### config.mk
export PLATFORM = sky130hd
export DESIGN_NAME = instr_fetch_unit_flat
export DESIGN_NICKNAME = d
export VERILOG_FILES = /design/src/rtl/instr_fetch_unit_if.sv /design/src/rtl/instr_fetch_unit.sv /design/src/flat_wrapper.sv
export SDC_FILE = /design/constraint.sdc
export NUM_CORES = 1
export LEC_CHECK = 0
export CAP_MARGIN = 20
export CORE_MARGIN = 2
export CORE_UTILIZATION = 43
export CTS_BUF_LIST = sky130_fd_sc_hd__clkbuf_4
export CTS_CLUSTER_SIZE = 8
export DETAILED_ROUTE_END_ITERATION = 10
export GPL_TIMING_DRIVEN = 0
export HOLD_SLACK_MARGIN = 0.1
export PLACE_DENSITY = 0.81
export SYNTH_ARGS = -nofsm -noshare
export SYNTH_HDL_FRONTEND = slang
export SYNTH_SLANG_ARGS = --single-unit
### constraint.sdc
create_clock -name CLK -period 1.8 [get_ports CLK]
set_input_delay 0.36 -clock CLK [delete_from_list [all_inputs] [get_ports CLK]]
set_output_delay 0.36 -clock CLK [all_outputs]
set_load 0.005 [all_outputs]
### src/rtl/instr_fetch_unit_if.sv
// Fetch-stage bus bundle: instruction memory read port, IR handshake to decode,
// and branch redirect from the control unit.
interface instr_fetch_unit_if #(
  parameter int unsigned AW = 10,
  parameter int unsigned DW = 16
);
  logic          mem_en;
  logic [AW-1:0] mem_addr;
  logic [DW-1:0] mem_dout;
  logic [DW-1:0] ir_out;
  logic          ir_valid;
  logic          ir_ready;
  logic [AW-1:0] pc_out;
  logic [AW-1:0] pc_plus1;
  logic          br_valid;
  logic [AW-1:0] br_target;

  modport master (
    output mem_en, mem_addr, ir_out, ir_valid, pc_out, pc_plus1,
    input  mem_dout, ir_ready, br_valid, br_target
  );

  modport slave (
    input  mem_en, mem_addr, ir_out, ir_valid, pc_out, pc_plus1,
    output mem_dout, ir_ready, br_valid, br_target
  );
endinterface

### src/rtl/instr_fetch_unit.sv
// Instruction fetch stage: PC, 1-cycle-latency memory read, IR with valid/ready.
// Optional FETCH_PERF_CNT_EN adds a saturating handshake counter (fetch_count).
module instr_fetch_unit #(
  parameter int unsigned   AW       = 10,
  parameter int unsigned   DW       = 16,
  parameter logic [AW-1:0] RESET_PC = '0
) (
  input  logic                  CLK,
  input  logic                  reset,
  input  logic                  run,
`ifdef FETCH_PERF_CNT_EN
  output logic [15:0]           fetch_count,
`endif
  instr_fetch_unit_if.master    bus
);

  typedef enum logic [1:0] {IDLE, REQ, CAPT, HOLD} state_t;

  state_t        state, state_n;
  logic [AW-1:0] pc, pc_n;
  logic [AW-1:0] pc_q, pc_q_n;
  logic [DW-1:0] ir, ir_n;
  logic          consume;

  assign consume = (state == HOLD) && bus.ir_ready;

  always_ff @(posedge CLK or negedge reset) begin
    if (!reset) begin
      state <= IDLE;
      pc    <= RESET_PC;
      pc_q  <= RESET_PC;
      ir    <= '0;
    end else begin
      state <= state_n;
      pc    <= pc_n;
      pc_q  <= pc_q_n;
      ir    <= ir_n;
    end
  end

  always_comb begin
    state_n = state;
    pc_n    = pc;
    pc_q_n  = pc_q;
    ir_n    = ir;
    unique case (state)
      IDLE: if (run) state_n = REQ;
      REQ:  state_n = CAPT;
      CAPT: begin
        ir_n    = bus.mem_dout;
        pc_q_n  = pc;
        state_n = HOLD;
      end
      HOLD: if (bus.ir_ready) begin
        pc_n    = pc + AW'(1);
        state_n = run ? REQ : IDLE;
      end
      default: state_n = IDLE;
    endcase
    // Redirect overrides the above; a capture in flight is dropped, not written.
    if (bus.br_valid) begin
      pc_n    = bus.br_target;
      pc_q_n  = pc_q;
      ir_n    = ir;
      state_n = (state == IDLE && !run) ? IDLE : REQ;
    end
  end

  assign bus.mem_en   = (state == REQ);
  assign bus.mem_addr = pc;
  assign bus.ir_out   = ir;
  assign bus.ir_valid = (state == HOLD);
  assign bus.pc_out   = pc_q;
  assign bus.pc_plus1 = pc_q + AW'(1);

`ifdef FETCH_PERF_CNT_EN
  always_ff @(posedge CLK or negedge reset) begin
    if (!reset)
      fetch_count <= '0;
    else if (consume && fetch_count != '1)
      fetch_count <= fetch_count + 16'd1;
  end
`else
  logic unused_consume;
  assign unused_consume = consume;
`endif

endmodule

### src/flat_wrapper.sv
// flat-port wrapper written by rule: the top's interface ports become plain ports
module instr_fetch_unit_flat 
#(
  parameter int unsigned   AW       = 10,
  parameter int unsigned   DW       = 16,
  parameter logic [AW-1:0] RESET_PC = '0
)
  (CLK, reset, run, bus_mem_en, bus_mem_addr, bus_ir_out, bus_ir_valid, bus_pc_out, bus_pc_plus1, bus_mem_dout, bus_ir_ready, bus_br_valid, bus_br_target);
  instr_fetch_unit_if #(.AW(AW), .DW(DW)) bus_i ();
  input  logic CLK;
  input  logic reset;
  input  logic run;
  output wire logic [$bits(bus_i.mem_en)-1:0] bus_mem_en;
  output wire logic [$bits(bus_i.mem_addr)-1:0] bus_mem_addr;
  output wire logic [$bits(bus_i.ir_out)-1:0] bus_ir_out;
  output wire logic [$bits(bus_i.ir_valid)-1:0] bus_ir_valid;
  output wire logic [$bits(bus_i.pc_out)-1:0] bus_pc_out;
  output wire logic [$bits(bus_i.pc_plus1)-1:0] bus_pc_plus1;
  input wire logic [$bits(bus_i.mem_dout)-1:0] bus_mem_dout;
  input wire logic [$bits(bus_i.ir_ready)-1:0] bus_ir_ready;
  input wire logic [$bits(bus_i.br_valid)-1:0] bus_br_valid;
  input wire logic [$bits(bus_i.br_target)-1:0] bus_br_target;
  assign bus_mem_en = bus_i.mem_en;
  assign bus_mem_addr = bus_i.mem_addr;
  assign bus_ir_out = bus_i.ir_out;
  assign bus_ir_valid = bus_i.ir_valid;
  assign bus_pc_out = bus_i.pc_out;
  assign bus_pc_plus1 = bus_i.pc_plus1;
  assign bus_i.mem_dout = bus_mem_dout;
  assign bus_i.ir_ready = bus_ir_ready;
  assign bus_i.br_valid = bus_br_valid;
  assign bus_i.br_target = bus_br_target;
  instr_fetch_unit #(.AW(AW), .DW(DW), .RESET_PC(RESET_PC)) u_core (.CLK(CLK), .reset(reset), .run(run), .bus(bus_i));
endmodule
==> metrics.txt, run 1 <==
number of cells after detailed placement 283; final non-filler cell total 311; Slew Viols, Final 0; Gate Count Post-Synth 155; Antenna diodes 0; leakage dissipation about 1.3 nW; CTS tree yes; layout cells sized above 1 34.1%; worst path arrival time approximately 1600 ps; Total Routing Usage GR 19.7%; DR vias/cell 5.05; mean post-synth cell area ~12 um2; worst setup margin -127 ps; crit start category flop; GRT overflow 0; final antenna-violating net count 0; area grow syn2layout 65.5%; H-tree depth 2; Die Wd 69.2 um; Initial Util a little under half; # IOs roughly 80; core footprint slightly above 0.004 mm2; outcome finished, violations left; routed len/inst between 10 and 15 um; post-synthesis sequential area ratio a little over half; commonest non-fill, non-tap cells in the layout clkdlybuf4s50_1, dfrtp_1, mux2_2, nand2_1, buf_4; I/O Buffers 78; die area approximately 0.0048 mm2; commonest non-fill, non-tap cell in the layout clkdlybuf4s50_1; Die Y-Extent between 60 and 70 um; Max VDD drop 0.724 mV; Final Routed Wirelength 4640 um; Reg2Reg Setup Slack approximately 130 ps; CTS sink count 38; CP endpoint kind primary output; Worst-Skew Late Latency between 300 and 400 ps; data required time at the worst endpoint ~1400 ps; Post-Syn Area roughly 0.0018 mm2; Finish-stage setup viols 5; actual slew at the worst max-slew pin ~800 ps; Clock Skew 7.70 ps; Final HPWL DP approximately 3000 um; initial DRC count 44; vias in the first global route roughly 1,500; post-synthesis net count about 190; synth unique cells 25; setup_tns -375 ps; Yosys Warn Count 0; met2 Resource Use GR between 30 and 40%; pre-CTS WS -170 ps; minimum clock period 1930 ps; RSZ-0062 raised after global routing true; global-route wire length before repair 7450 um; Final Hold Fails 0; met3 Usage GRT under 10%; DRC 0; grt peak-use layer met2; met1 GRT Util 24.6%; Hold WC Path Type primary input to async pin; hold slack 85.8 ps; vias 1,570; initial antenna violation count 0; fin nets 298; fin crit share 107%; Slew headroom 46.0%; failing checks setup timing; total chip power around 0.0043 W; Pwr per Cell Area ~1400 mW/mm2; # rows 23; gp weighted congestion between 0.7 and 0.8; worst-path fanout max 2; clock-pin transition on the worst setup and hold timing paths around 120 ps; Synth Register Bits 38; Root Buffer clkbuf_4; Longest Clk Path Bufs 2; critical path class flop to primary output; CTS Buf Count 5; Initial DRT Pass Iterations 4; Max Cap Violations 0; largest net degree at the start of global routing 39; Max Clk Rate about 520 MHz
synthesized netlist by cell type:
master	n	area, um2
nor3_1	2	10.0
and3_2	1	7.51
mux2_2	26	293
nor4_2	1	12.5
buf_2	1	5.00
dfrtp_1	38	951
mux2i_1	2	20.0
buf_4	2	15.0
nand2_1	17	63.8
clkbuf_1	2	7.51
nand2b_1	2	12.5
xnor2_1	8	70.1
and4_1	1	8.76
nor2_1	5	18.8
nor2b_1	1	6.26
nand3_1	8	40.0
a21oi_1	2	10.0
xor2_1	9	78.8
inv_1	4	15.0
nand4_1	2	12.5
o21ai_0	11	55.1
ha_1	7	87.6
a211oi_1	1	7.51
nand4_2	1	12.5
o22ai_1	1	6.26
kinds of logic (layout without fill, tap and decap cells):
group,count (synthesis),in the layout,synth area share (%)
mux,28,28,17.1
compound gates,15,15,4.32
fa+ha+maj,7,7,4.79
xor+xnor,17,17,8.15
simple gates,41,41,11.2
flops,38,38,52.1
buf+inv,9,115,2.33
path summary, 6_finish.rpt:
kind                                                 endpoint                              from  depth (start not counted)
setup / recovery                              bus_pc_plus1[8]  u_core.bus.pc_out[0]$_DFFE_PN0P_                          7
hold / removal             u_core.bus.mem_addr[5]$_DFFE_PN0P_                             reset                          1
setup reg to reg             u_core.bus.ir_out[0]$_DFFE_PN0P_       u_core.state[0]$_DFFE_PN0P_                          6
hold reg to reg              u_core.bus.ir_out[1]$_DFFE_PN0P_  u_core.bus.ir_out[1]$_DFFE_PN0P_                          1
max in group asynchronous    u_core.bus.pc_out[1]$_DFFE_PN0P_                             reset                          1
min in group CLK             u_core.bus.ir_out[1]$_DFFE_PN0P_  u_core.bus.ir_out[1]$_DFFE_PN0P_                          1
timing repair:
| item | in CTS | in global routing |
|---|---|---|
| pin swaps | 11 | 6 |
| setup buffers | 16 | 4 |
| gates cloned | 0 | 0 |
| hold buffers | 0 | 0 |
| resized for setup | 46 | 26 |
| setup endpoints to repair | 12 | 32 |
registers in the layout, summed over array words and instances, names as in the netlist:
name	count
u_core.bus.ir_out	16
u_core.bus.mem_addr	10
u_core.bus.pc_out	10
u_core.state	2
per-layer routing:
| metal | up-vias | part of all wire [%] |
|---|---|---|
| li1 | 743 | - |
| met4 | 0 | 2.0 |
| met3 | 9 | 5.8 |
| met1 | 762 | 41 |
| met5 | - | 0 |
| met2 | 56 | 51 |
critical path, stage by stage (launching register included):
cell and delay [ps]:
dfrtp_1 410, buf_6 130, ha_4 150, buf_6 110
buf_6 120, nand2_4 50, xnor2_2 100, buf_2 130
through the flow:
stage	utilization (%)	area [um2]
CTS	72.0	2920
detailed placement	65.7	2670
floorplan	-	1830
global route	74.5	3020
global placement	65.8	2670
finish	74.5	3020
report_power, final:
group	internal, W	switching [W]	leakage, nW	total, W
clock	0.000434	0.000300	0.0554	0.000734
combinational	0.00137	0.000759	0.829	0.00213
sequential	0.00119	0.000278	0.457	0.00147
total	0.00300	0.00134	1.34	0.00433
area by class of cell:
| cell class | instances | area [um2] |
|---|---|---|
| Fill cell | 273 | 1030 |
| Sequential cell | 38 | 956 |
| Multi-Input combinational cell | 108 | 933 |
| Timing Repair Buffer | 98 | 917 |
| Clock inverter | 3 | 68.8 |
| Tap cell | 50 | 62.6 |
| Clock buffer | 5 | 37.5 |
| Buffer | 5 | 33.8 |
| Inverter | 4 | 15.0 |
Power figures use the tool's default switching activity.
==> run 2, diff against run 1 <==
Settings changed: ABC_CLOCK_PERIOD_IN_PS set to 1800.
==> results of run 2 <==
No change in the layout: final DEF, timing and power equal those of run 1.
